<file path="src/rtl/result_unpacker.sv">
`default_nettype none
// ============================================================================
// Module      : result_unpacker
// Description : Drain-side companion of the detection result buffer. On a
//               start request it reads the shared result FIFO, whose 12-bit
//               words come in triplets (ori_x, ori_y, candidate). Each triplet
//               is reassembled into one parallel record and presented on a
//               valid/ready handshake toward the LED/HEX display path. Once
//               the FIFO is empty a one-cycle done pulse is issued.
//
// Parameters  : DATA_WIDTH_12 - width of FIFO words, coordinates and counter
//               NUM_RESIZE    - number of resize levels (candidate mask width)
//
// Ports       : clk         - clock, all logic on the rising edge
//               reset       - synchronous, active-high reset
//               start       - one-cycle drain request, sampled only in IDLE
//               fifo_usedw  - words currently held in the result FIFO
//               fifo_q      - FIFO read data, valid one cycle after rdreq
//               fifo_rdreq  - registered FIFO read strobe
//               o_x, o_y    - record coordinates (words 0 and 1)
//               o_candidate - record candidate mask (low bits of word 2)
//               o_valid     - record valid, held until accepted
//               i_ready     - downstream accept
//               o_busy      - high in every state except IDLE
//               o_done      - one-cycle pulse when the FIFO has been drained
//               o_count     - records emitted since the last start
//
// Build macro : RESULT_UNPACKER_FILTER_EN - when defined, records whose
//               candidate mask is zero are discarded instead of emitted.
//
// Revision    : 1.0 - initial release
// ============================================================================

module result_unpacker #(
   parameter int DATA_WIDTH_12 = 12,
   parameter int NUM_RESIZE    = 5
) (
   input  logic                     clk,
   input  logic                     reset,
   input  logic                     start,
   input  logic [DATA_WIDTH_12-1:0] fifo_usedw,
   input  logic [DATA_WIDTH_12-1:0] fifo_q,
   output logic                     fifo_rdreq,
   output logic [DATA_WIDTH_12-1:0] o_x,
   output logic [DATA_WIDTH_12-1:0] o_y,
   output logic [NUM_RESIZE-1:0]    o_candidate,
   output logic                     o_valid,
   input  logic                     i_ready,
   output logic                     o_busy,
   output logic                     o_done,
   output logic [DATA_WIDTH_12-1:0] o_count
);

   // A record is only fetched once the whole triplet is present; fewer words
   // mean the writer is still in the middle of a record.
   localparam logic [DATA_WIDTH_12-1:0] c_record_words = DATA_WIDTH_12'(3);
   localparam logic [1:0]               c_last_idx     = 2'd2;

   typedef enum logic [2:0] {
      ST_IDLE   = 3'd0,
      ST_CHECK  = 3'd1,
      ST_FETCH  = 3'd2,
      ST_DRAIN  = 3'd3,
      ST_OUTPUT = 3'd4,
      ST_DONE   = 3'd5
   } state_t;

   state_t                   state_q, state_d;
   logic [1:0]               idx_q, idx_d;
   logic                     rdreq_q, rdreq_d;
   logic [DATA_WIDTH_12-1:0] x_q, x_d;
   logic [DATA_WIDTH_12-1:0] y_q, y_d;
   logic [NUM_RESIZE-1:0]    cand_q, cand_d;
   logic                     valid_q, valid_d;
   logic                     busy_q, busy_d;
   logic                     done_q, done_d;
   logic [DATA_WIDTH_12-1:0] count_q, count_d;

   // ------------------------------------------------------------------------
   // Next-state logic
   // ------------------------------------------------------------------------
   always_comb begin
      state_d = state_q;
      idx_d   = idx_q;
      rdreq_d = 1'b0;
      x_d     = x_q;
      y_d     = y_q;
      cand_d  = cand_q;
      valid_d = valid_q;
      done_d  = 1'b0;
      count_d = count_q;

      case (state_q)
         ST_IDLE: begin
            if (start) begin
               state_d = ST_CHECK;
               count_d = '0;
            end
         end

         ST_CHECK: begin
            if (fifo_usedw == '0) begin
               state_d = ST_DONE;
               done_d  = 1'b1;
            end else if (fifo_usedw >= c_record_words) begin
               // The strobe is registered, so it is raised on the same edge
               // that enters FETCH and is high for all three FETCH cycles.
               state_d = ST_FETCH;
               idx_d   = 2'd0;
               rdreq_d = 1'b1;
            end
         end

         ST_FETCH: begin
            // Read data trails the strobe by one cycle: the FETCH cycle with
            // index k sees the word requested at index k-1.
            if (idx_q == 2'd1) begin
               x_d = fifo_q;
            end
            if (idx_q == 2'd2) begin
               y_d = fifo_q;
            end
            if (idx_q == c_last_idx) begin
               state_d = ST_DRAIN;
            end else begin
               idx_d   = idx_q + 2'd1;
               rdreq_d = 1'b1;
            end
         end

         ST_DRAIN: begin
            // Last word of the triplet; only the mask bits are meaningful.
            cand_d = fifo_q[NUM_RESIZE-1:0];
`ifdef RESULT_UNPACKER_FILTER_EN
            if (fifo_q[NUM_RESIZE-1:0] == '0) begin
               state_d = ST_CHECK;
            end else begin
               state_d = ST_OUTPUT;
               valid_d = 1'b1;
            end
`else
            state_d = ST_OUTPUT;
            valid_d = 1'b1;
`endif
         end

         ST_OUTPUT: begin
            if (valid_q && i_ready) begin
               valid_d = 1'b0;
               count_d = count_q + DATA_WIDTH_12'(1);
               state_d = ST_CHECK;
            end
         end

         ST_DONE: begin
            state_d = ST_IDLE;
         end

         default: begin
            state_d = ST_IDLE;
            valid_d = 1'b0;
         end
      endcase

      busy_d = (state_d != ST_IDLE);
   end

   // ------------------------------------------------------------------------
   // State and output registers
   // ------------------------------------------------------------------------
   always_ff @(posedge clk) begin
      if (reset) begin
         state_q <= ST_IDLE;
         idx_q   <= 2'd0;
         rdreq_q <= 1'b0;
         x_q     <= '0;
         y_q     <= '0;
         cand_q  <= '0;
         valid_q <= 1'b0;
         busy_q  <= 1'b0;
         done_q  <= 1'b0;
         count_q <= '0;
      end else begin
         state_q <= state_d;
         idx_q   <= idx_d;
         rdreq_q <= rdreq_d;
         x_q     <= x_d;
         y_q     <= y_d;
         cand_q  <= cand_d;
         valid_q <= valid_d;
         busy_q  <= busy_d;
         done_q  <= done_d;
         count_q <= count_d;
      end
   end

   assign fifo_rdreq  = rdreq_q;
   assign o_x         = x_q;
   assign o_y         = y_q;
   assign o_candidate = cand_q;
   assign o_valid     = valid_q;
   assign o_busy      = busy_q;
   assign o_done      = done_q;
   assign o_count     = count_q;

endmodule

`default_nettype wire

</file>
<file path="config.mk">
export PLATFORM = sky130hd
export DESIGN_NAME = result_unpacker
export DESIGN_NICKNAME = d
export VERILOG_FILES = /design/src/rtl/result_unpacker.sv
export SDC_FILE = /design/constraint.sdc
export NUM_CORES = 1
export LEC_CHECK = 0
export ABC_CLOCK_PERIOD_IN_PS = 4700
export BUFFER_PORTS_ARGS = -buffer_cell sky130_fd_sc_hd__buf_2
export CORE_MARGIN = 4
export CORE_UTILIZATION = 53
export CTS_BUF_LIST = sky130_fd_sc_hd__clkbuf_4 sky130_fd_sc_hd__clkbuf_8 sky130_fd_sc_hd__clkbuf_16
export CTS_CLUSTER_DIAMETER = 50
export DETAILED_ROUTE_END_ITERATION = 6
export GPL_ROUTABILITY_DRIVEN = 0
export PLACE_DENSITY_LB_ADDON = 0.05
export SETUP_SLACK_MARGIN = 0.5
export SYNTH_ARGS = -nofsm -noshare
export SYNTH_HDL_FRONTEND = slang
export SYNTH_SLANG_ARGS = --single-unit
</file>
<file path="constraint.sdc">
create_clock -name clk -period 4.7 [get_ports clk]
set_clock_uncertainty 0.05 [all_clocks]
set_input_delay 0.235 -clock clk [delete_from_list [all_inputs] [get_ports clk]]
set_output_delay 0.235 -clock clk [all_outputs]
set_load 0.01 [all_outputs]
</file>
Word level (Yosys, flattened, before mapping)
Index checks and enable logic that the tools add are counted.
Storage, ports and cells
  register bits after elaboration: 50
  latch bits: 0
  memory bits (writable): 0
  ROM bits: 0
  logic and storage cells: 60
  memories: 0
Operators by class
  add/sub/neg operators: 2
  multipliers: 0
  divide/modulo/power cells: 0
  $lt $le $gt $ge: 1
  eq/ne operators: 12
  shift operators: 0
  muxes and demuxes: 20
  bitwise gates (word level): 2
  reductions and logical operators: 13
Operators with widths (number)
  2-to-1 mux 12 bit: 2
  one-hot mux 12 bit (2 select lines): 1
  2-to-1 mux 3 bit: 5
  one-hot mux 3 bit (5 select lines): 1
  adder 12 x 1 -> 12 bit, second input constant: 1
  greater-or-equal comparator 12 x 2 -> 1 bit, second input constant: 1
  zero test 12 bit: 1
  != test 2 bit, second input constant: 5
  == test 3 x 2 -> 1 bit, second input constant: 2
  == test 3 bit, second input constant: 2
  2-to-1 mux 2 bit: 3
  AND reduction 2 bit: 3
  2-to-1 mux 1 bit: 5
  one-hot mux 2 bit (2 select lines): 1
  AND reduction 4 bit: 1
  nonzero test 2 bit: 2
  OR reduction 4 bit: 1
  == test 3 x 1 -> 1 bit, second input constant: 1
  zero test 3 bit: 1
  one-hot mux 1 bit (3 select lines): 1
  AND reduction 3 bit: 1
  nonzero test 3 bit: 1
  adder 2 x 1 -> 2 bit, second input constant: 1
  == test 2 x 1 -> 1 bit, second input constant: 1
  5 further kinds: 6

Depth between registers and ports, before layout
Gate-level depths: netlist of run 1.
  word-level depth: 5
  depth in mapped cells: 6
  gate-level depth less buffers: 6

Worst setup path before layout of run 1
No wires, ideal clock.
  kind: register to register
  from: register state_q[0]
  to: register count_q[11], in the netlist o_count[11]
  library setup time: 0.072 ns
  data arrival time: 1.481 ns
  setup slack: 3.097 ns
  stages on the path, launching flop included: 6
  clock period less this slack: 1.603 ns
  cells stage by stage: dfxtp_1 -> buf_2 -> nor2_2 -> o211ai_4 -> or4_1 -> a21oi_1
On the way
  longest elaborated chain between the ends: 3
  elaborated cells on any way between the ends: 7
  classes of those cells: eq/ne (3); mux (1); reduce/logical (3)
RTL lines
  start, declared: line 68  | state_t state_q, state_d;
  start signal, assigned: line 184  | state_q <= state_d;
  == test 3 bit or zero test 3 bit (tied branches): line 93  | case (state_q)
  != test 2 bit (no line) or nonzero test 2 bit (tied branches)
  AND reduction 3 bit (no line)
  end signal, assigned: line 193  | count_q <= count_d;
  end, declared: line 77  | logic [DATA_WIDTH_12-1:0] count_q, count_d;
Several ways; a longest one is shown, not always the timed one.
A chain may end at the register's enable or synchronous reset.

Worst setup path in the final report of run 1
  from: register state_q[1]
  to: register y_q[7], in the netlist o_y[7]
On the way
  longest elaborated chain between the ends: 2
RTL lines
  == test 3 x 2 -> 1 bit: line 93
  AND reduction 2 bit (no line)
  end signal, assigned: line 188  | y_q <= y_d;
  end, declared: line 72  | logic [DATA_WIDTH_12-1:0] y_q, y_d;
Every way passes these cells.

==> results.sh, run 1 <==
export IMPL_status="finished, final reports clean"
export IMPL_utilization_pct=68.4
export IMPL_ff2ff_path_depth=4
export IMPL_critPathRequiredTime_ns=4.81
export IMPL_switching_share_pct=23.6
export IMPL_cp_start_kind="flop"
export IMPL_final_antenna_net_count=0
export IMPL_r2r_end="o_y[7]"
export IMPL_hold_viol=0
export IMPL_ys_flop_type="dfxtp_1"
export IMPL_grt_pass1_vias=1733
export IMPL_fin_nets=348
export IMPL_post_dp_cell_area_um2=2440
export IMPL_grt_max_degree=42
export IMPL_drc=0
export IMPL_yosysWarnings=0
export IMPL_cp_startpoint="state_q[1]"
export IMPL_area_growth_pct=22.5
export IMPL_die_area_um2=4980
export IMPL_die_x_um=70.5
export IMPL_drt_vias_per_instance=5.31
export IMPL_power_switching_mw=0.178
export IMPL_fin_crit_sh_pct=40.8
export IMPL_synth_cell_types=40
export IMPL_rsz0062_at_grt="no"
export IMPL_routed_wl_mm=4.76
export IMPL_final_common_cell="buf_2"
export IMPL_fmax_ghz=0.521
export IMPL_synth_seq_cells=50
export IMPL_synth_area_leader_cell="dfxtp_1"
export IMPL_netlist_top_cells_area="dfxtp_1 48%, nand2_1 11%, a21oi_1 8.7%"
export IMPL_r2r_setup_slack_ns=2.78
export IMPL_cts_buffers=5
export IMPL_crit_path_end_kind="flop"
export IMPL_hold_class="in -> reg"
export IMPL_period_minus_slack_ns=1.92
export IMPL_critPathArrivalTime_ns=2.03
export IMPL_slew_headroom_pct=51.3
export IMPL_crit_fanout=12
export IMPL_min_delay_path_depth=3
export IMPL_ir_drop_uv=251
export IMPL_worst_slew_pin_slew_ns=0.730
export IMPL_clk_path_buf_depth=2
export IMPL_seq_area_um2=1000
export IMPL_hold_start="fifo_q[9]"
export IMPL_portBuffers=72
export IMPL_async_flop_share_pct=0
export IMPL_maxCapViolCount=0
export IMPL_syn_cell_area_um2=2070
export IMPL_antenna_found_initial=0
export IMPL_power_density_nw_per_um2=297
export IMPL_clkLatencyLatePin_ns=0.30
export IMPL_via_count=1942
export IMPL_htreeDepth=2
export IMPL_r2r_start="state_q[1]"
export IMPL_rows=22
export IMPL_numClockSinks=50
export IMPL_tritoncts="yes"
export IMPL_path_class="reg -> reg"
export IMPL_ys_seq_area_share_pct=48.3
export IMPL_finalSetupViolCount=0
export IMPL_hold_ws_ns=0.129
export IMPL_slew_viol_final=0
export IMPL_synth_top_area_share_pct=48.3
export IMPL_postCtsHoldBufs=0
export IMPL_routedWlPerCell_um=13.0
export IMPL_leakagePower_nw=1.10
export IMPL_clkPwrFrac_pct=34.5
export IMPL_io_pins=73
export IMPL_p_int_mw=0.577
export IMPL_cts_root_buf="clkbuf_8"
export IMPL_grt_pass1_wl_mm=7.83
export IMPL_synth_area_per_cell_um2=8.33
export IMPL_die_y_um=70.5
export IMPL_p_seq_share_pct=57.8
export IMPL_drt_first_pass_iters=4
export IMPL_multiInputGateArea_um2=1000
export IMPL_syn_nets=280
export IMPL_synth_edff_count=0
export IMPL_design_core_area_um2=3720
export IMPL_postCtsSetupBuffers=0
export IMPL_overflow=0
export IMPL_synthCells=249
export IMPL_post_cts_resized=0
export IMPL_layout_common_cells="72 x buf_2, 63 x nand2_1, 50 x dfxtp_1, 36 x a21oi_1, 13 x nor2_1"
export IMPL_p_comb_share_pct=7.7
export IMPL_start_util_pct=55.8
export IMPL_fin_tns_setup_ns=0
export IMPL_grt_usage_pct=19.2
export IMPL_fillers=333
export IMPL_antenna_cells=0
export IMPL_hpwl_mm=3.45
export IMPL_cts_clk_slew_worst_paths_ns=0.09
export IMPL_fin_area_um2=2540
export IMPL_min_to="o_x[9]"
export IMPL_dr_first_iter_drc_count=94
export IMPL_layout_drive_gt1_share_pct=27.0
export IMPL_total_power_mw=0.755
[area by class of cell]
class,count,area share (%)
clock inverter,1,0.197
multi-input combinational,182,39.4
clock buffer,7,3.55
tap,48,2.36
inverter,6,0.887
timing repair buffer,72,14.2
sequential,50,39.4
[through the flow]
step           instances  worst slack (ns)
2_1_floorplan        249              3.10
3_3_place_gp         358              2.83
3_5_place_dp         358              2.78
5_1_grt              366              2.50
6_report             366              2.78
4_1_cts              366              2.77
[critical path, cell delays in order, from the launching register on]
cell and delay [ns]:
dfxtp_1 0.55, nor3b_1 0.52, nand2_1 0.41, nand2_1 0.17
a21oi_1 0.08
[synth_stat cells, types with 4 or more instances]
| library cell | instances |
|---|---|
| nand4_1 | 4 |
| mux2i_1 | 6 |
| o21ai_0 | 7 |
| a21oi_1 | 36 |
| inv_1 | 6 |
| dfxtp_1 | 50 |
| nor2_1 | 13 |
| xor2_1 | 4 |
| clkbuf_1 | 7 |
| and2_1 | 4 |
| or3_1 | 6 |
| nand2_1 | 63 |
[cells by family (layout without fill, tap and decap cells)]
logic type / Yosys count / in the layout / synth area share, %
muxes: 6 / 6 / 2.90
buffers and inverters: 17 / 86 / 3.44
adders and majority gates: 3 / 3 / 1.81
xor gates and xnor gates: 5 / 5 / 2.11
DFF: 50 / 50 / 48.3
AOI/OAI and AO/OA: 57 / 57 / 16.5
and+or+nand+nor: 111 / 111 / 24.9
[power by group through the flow]
stage	Combinational, mW	Clock, mW	Sequential, mW
6_report	0.0580	0.260	0.437
5_1_grt	0.0649	0.280	0.438
4_1_cts	0.0584	0.263	0.437
3_5_place_dp	0.0580	0	0.447
3_3_place_gp	0.0569	0	0.446
2_1_floorplan	0.0362	0	0.444
[flip-flops by register name, summed over array words and instances (netlist names)]
signal,flops
o_valid,1
o_busy,1
state_q,3
fifo_rdreq,1
o_done,1
idx_q,2
o_y,12
o_count,12
o_x,12
o_candidate,5
[worst max path at each step]
stage / to / slack (ns) / cells after the start
after global placement: o_x[3] / 2.83 / 4
after CTS: o_y[7] / 2.77 / 4
after detailed placement: o_y[7] / 2.78 / 4
after global routing: o_y[1] / 2.50 / 4
after floorplan: o_count[11] / 3.10 / 5
final: o_y[7] / 2.78 / 4
[routing by layer]
layer / routed length, um / up-vias / GRT usage [%]
li1: - / 1000 / -
met1: 2160 / 874 / 25.2
met2: 2220 / 62 / 31.4
met3: 315 / 6 / 3.84
met4: 63 / 0 / 6.89
met5: 0 / - / 0
Power figures use the tool's default switching activity.
==> run 2: changes to the inputs <==
Settings changed: ABC_CLOCK_PERIOD_IN_PS 4700 to 1860, CORE_UTILIZATION 53 to 49.
Clock period 4.7 ns to 1.86 ns, I/O delays scaled along.
==> run 2 against run 1 <==
Compared with the run above:
- clock-buffer cell count decreased by 1
- maximum frequency increased by 31%
- cell count increased by 12%
- first-iteration DRC count increased by 8.5%
- clock power increased to 2.7 times the previous value
- via count increased by 11%
- total power increased to 2.7 times the previous value
- largest power group unchanged
==> results.sh, run 2 (synthesis gave the netlist of run 1 again) <==
export IMPL_slew_viol_final=0
export IMPL_hold_viol=0
export IMPL_routed_wl_mm=5.77
export IMPL_htreeDepth=2
export IMPL_fmax_ghz=0.681
export IMPL_status="finished, final reports clean"
export IMPL_portBuffers=72
export IMPL_r2r_setup_slack_ns=0.39
export IMPL_crit_path_end_kind="flop"
export IMPL_switching_share_pct=26.1
export IMPL_finalSetupViolCount=0
export IMPL_drt_vias_per_instance=5.26
export IMPL_path_class="reg -> reg"
export IMPL_dr_first_iter_drc_count=102
export IMPL_fin_nets=390
export IMPL_critPathArrivalTime_ns=1.67
export IMPL_total_power_mw=2.04
export IMPL_clkLatencyLatePin_ns=0.31
export IMPL_drt_first_pass_iters=4
export IMPL_layout_drive_gt1_share_pct=43.9
export IMPL_tritoncts="yes"
export IMPL_antenna_found_initial=0
export IMPL_path_cells="nor2_4 > o211ai_4 > or4_4 > a21oi_2"
export IMPL_die_x_um=73.0
export IMPL_slew_headroom_pct=73.2
export IMPL_die_area_um2=5340
export IMPL_clkPwrFrac_pct=34.1
export IMPL_area_growth_pct=50.6
export IMPL_worst_slew_pin_slew_ns=0.397
export IMPL_layout_common_cells="72 x buf_2, 56 x nand2_1, 39 x dfxtp_1, 29 x a21oi_1, 20 x buf_4"
export IMPL_rows=23
export IMPL_routedWlPerCell_um=14.1
export IMPL_overflow=0
export IMPL_power_density_nw_per_um2=654
export IMPL_grt_max_degree=33
export IMPL_start_util_pct=51.1
export IMPL_final_antenna_net_count=0
export IMPL_cts_root_buf="clkbuf_8"
export IMPL_p_int_mw=1.51
export IMPL_final_common_cell="buf_2"
export IMPL_leakagePower_nw=1.36
export IMPL_grt_pass1_wl_mm=8.91
export IMPL_rsz0062_at_grt="yes"
export IMPL_period_minus_slack_ns=1.47
export IMPL_clk_path_buf_depth=2
export IMPL_grt_usage_pct=21.1
export IMPL_hpwl_mm=3.49
export IMPL_p_seq_share_pct=53.9
export IMPL_cts_buffers=5
export IMPL_die_y_um=73.0
export IMPL_seq_area_um2=1030
export IMPL_fin_tns_setup_ns=0
export IMPL_path_delay_family="simple AND/OR/NAND/NOR gates"
export IMPL_hold_class="in -> reg"
export IMPL_cp_slowest_cell="or4_4"
export IMPL_numClockSinks=50
export IMPL_grt_pass1_vias=1876
export IMPL_io_pins=73
export IMPL_critPathRequiredTime_ns=2.06
export IMPL_power_switching_mw=0.533
export IMPL_crit_fanout=8
export IMPL_critPathMaxStageDelay_ns=0.50
export IMPL_ir_drop_uv=659
export IMPL_multiInputGateArea_um2=1190
export IMPL_maxCapViolCount=0
export IMPL_path_buf_inv=0
export IMPL_p_comb_share_pct=12.0
export IMPL_design_core_area_um2=4060
export IMPL_drc=0
export IMPL_antenna_cells=0
export IMPL_cts_clk_slew_worst_paths_ns=0.10
export IMPL_fillers=320
export IMPL_cp_start_kind="flop"
export IMPL_via_count=2155
export IMPL_fin_crit_sh_pct=78.9
[run 2: power by group through the flow]
stage / logic (mW) / clock network (mW) / registers (mW)
after floorplan: 0.103 / 0 / 1.12
after global placement: 0.160 / 0 / 1.13
after detailed placement: 0.162 / 0 / 1.13
after CTS: 0.213 / 0.702 / 1.10
after global routing: 0.268 / 0.744 / 1.10
final: 0.245 / 0.695 / 1.10
[run 2: layout make-up]
class | count | area share [%]
multi-input combinational | 184 | 38.1
tap | 50 | 2.00
sequential | 50 | 33.1
inverter | 6 | 0.721
clock inverter | 2 | 0.521
timing repair buffer | 112 | 22.9
clock buffer | 6 | 2.65
[run 2: worst min-delay path: stages]
cell    delay, ns
buf_2        0.09
or3_4        0.11
nor2_1       0.04
[run 2: metrics by stage]
stage / area (um2) / instances / hold WS [ns] / utilization [%] / setup WS (ns)
floorplan: 2130 / 249 / 0.179 / - / 0.422
global placement: 2520 / 363 / 0.301 / 62.0 / 0.284
detailed placement: 2520 / 363 / 0.304 / 62.0 / 0.267
CTS: 2940 / 398 / 0.00892 / 72.5 / 0.406
global route: 3120 / 410 / 0.0133 / 76.9 / 0.321
finish: 3120 / 410 / 0.00154 / 76.9 / 0.392
[run 2: worst paths after layout]
check	start	end	cells past startpoint
worst max-delay path	state_q[1]	o_count[11]	4
worst min-delay path	fifo_usedw[0]	o_done	3
worst max register to register	state_q[1]	o_count[11]	4
worst min register to register	o_y[2]	o_y[2]	2
[run 2: repair_timing]
action,CTS,global route
cloned,2,0
pin swaps,16,25
endpoints found under the hold margin,22,0
setup endpoints to repair,45,41
hold buffers,12,0
resized for setup,27,27
buffers inserted,13,12
[run 2: per-layer routing]
| layer | share of wire (%) | track usage (%) |
|---|---|---|
| met2 | 48 | 32.0 |
| met1 | 45 | 29.7 |
| met5 | 0 | 0 |
| met4 | 1.1 | 6.15 |
| met3 | 6.5 | 4.96 |
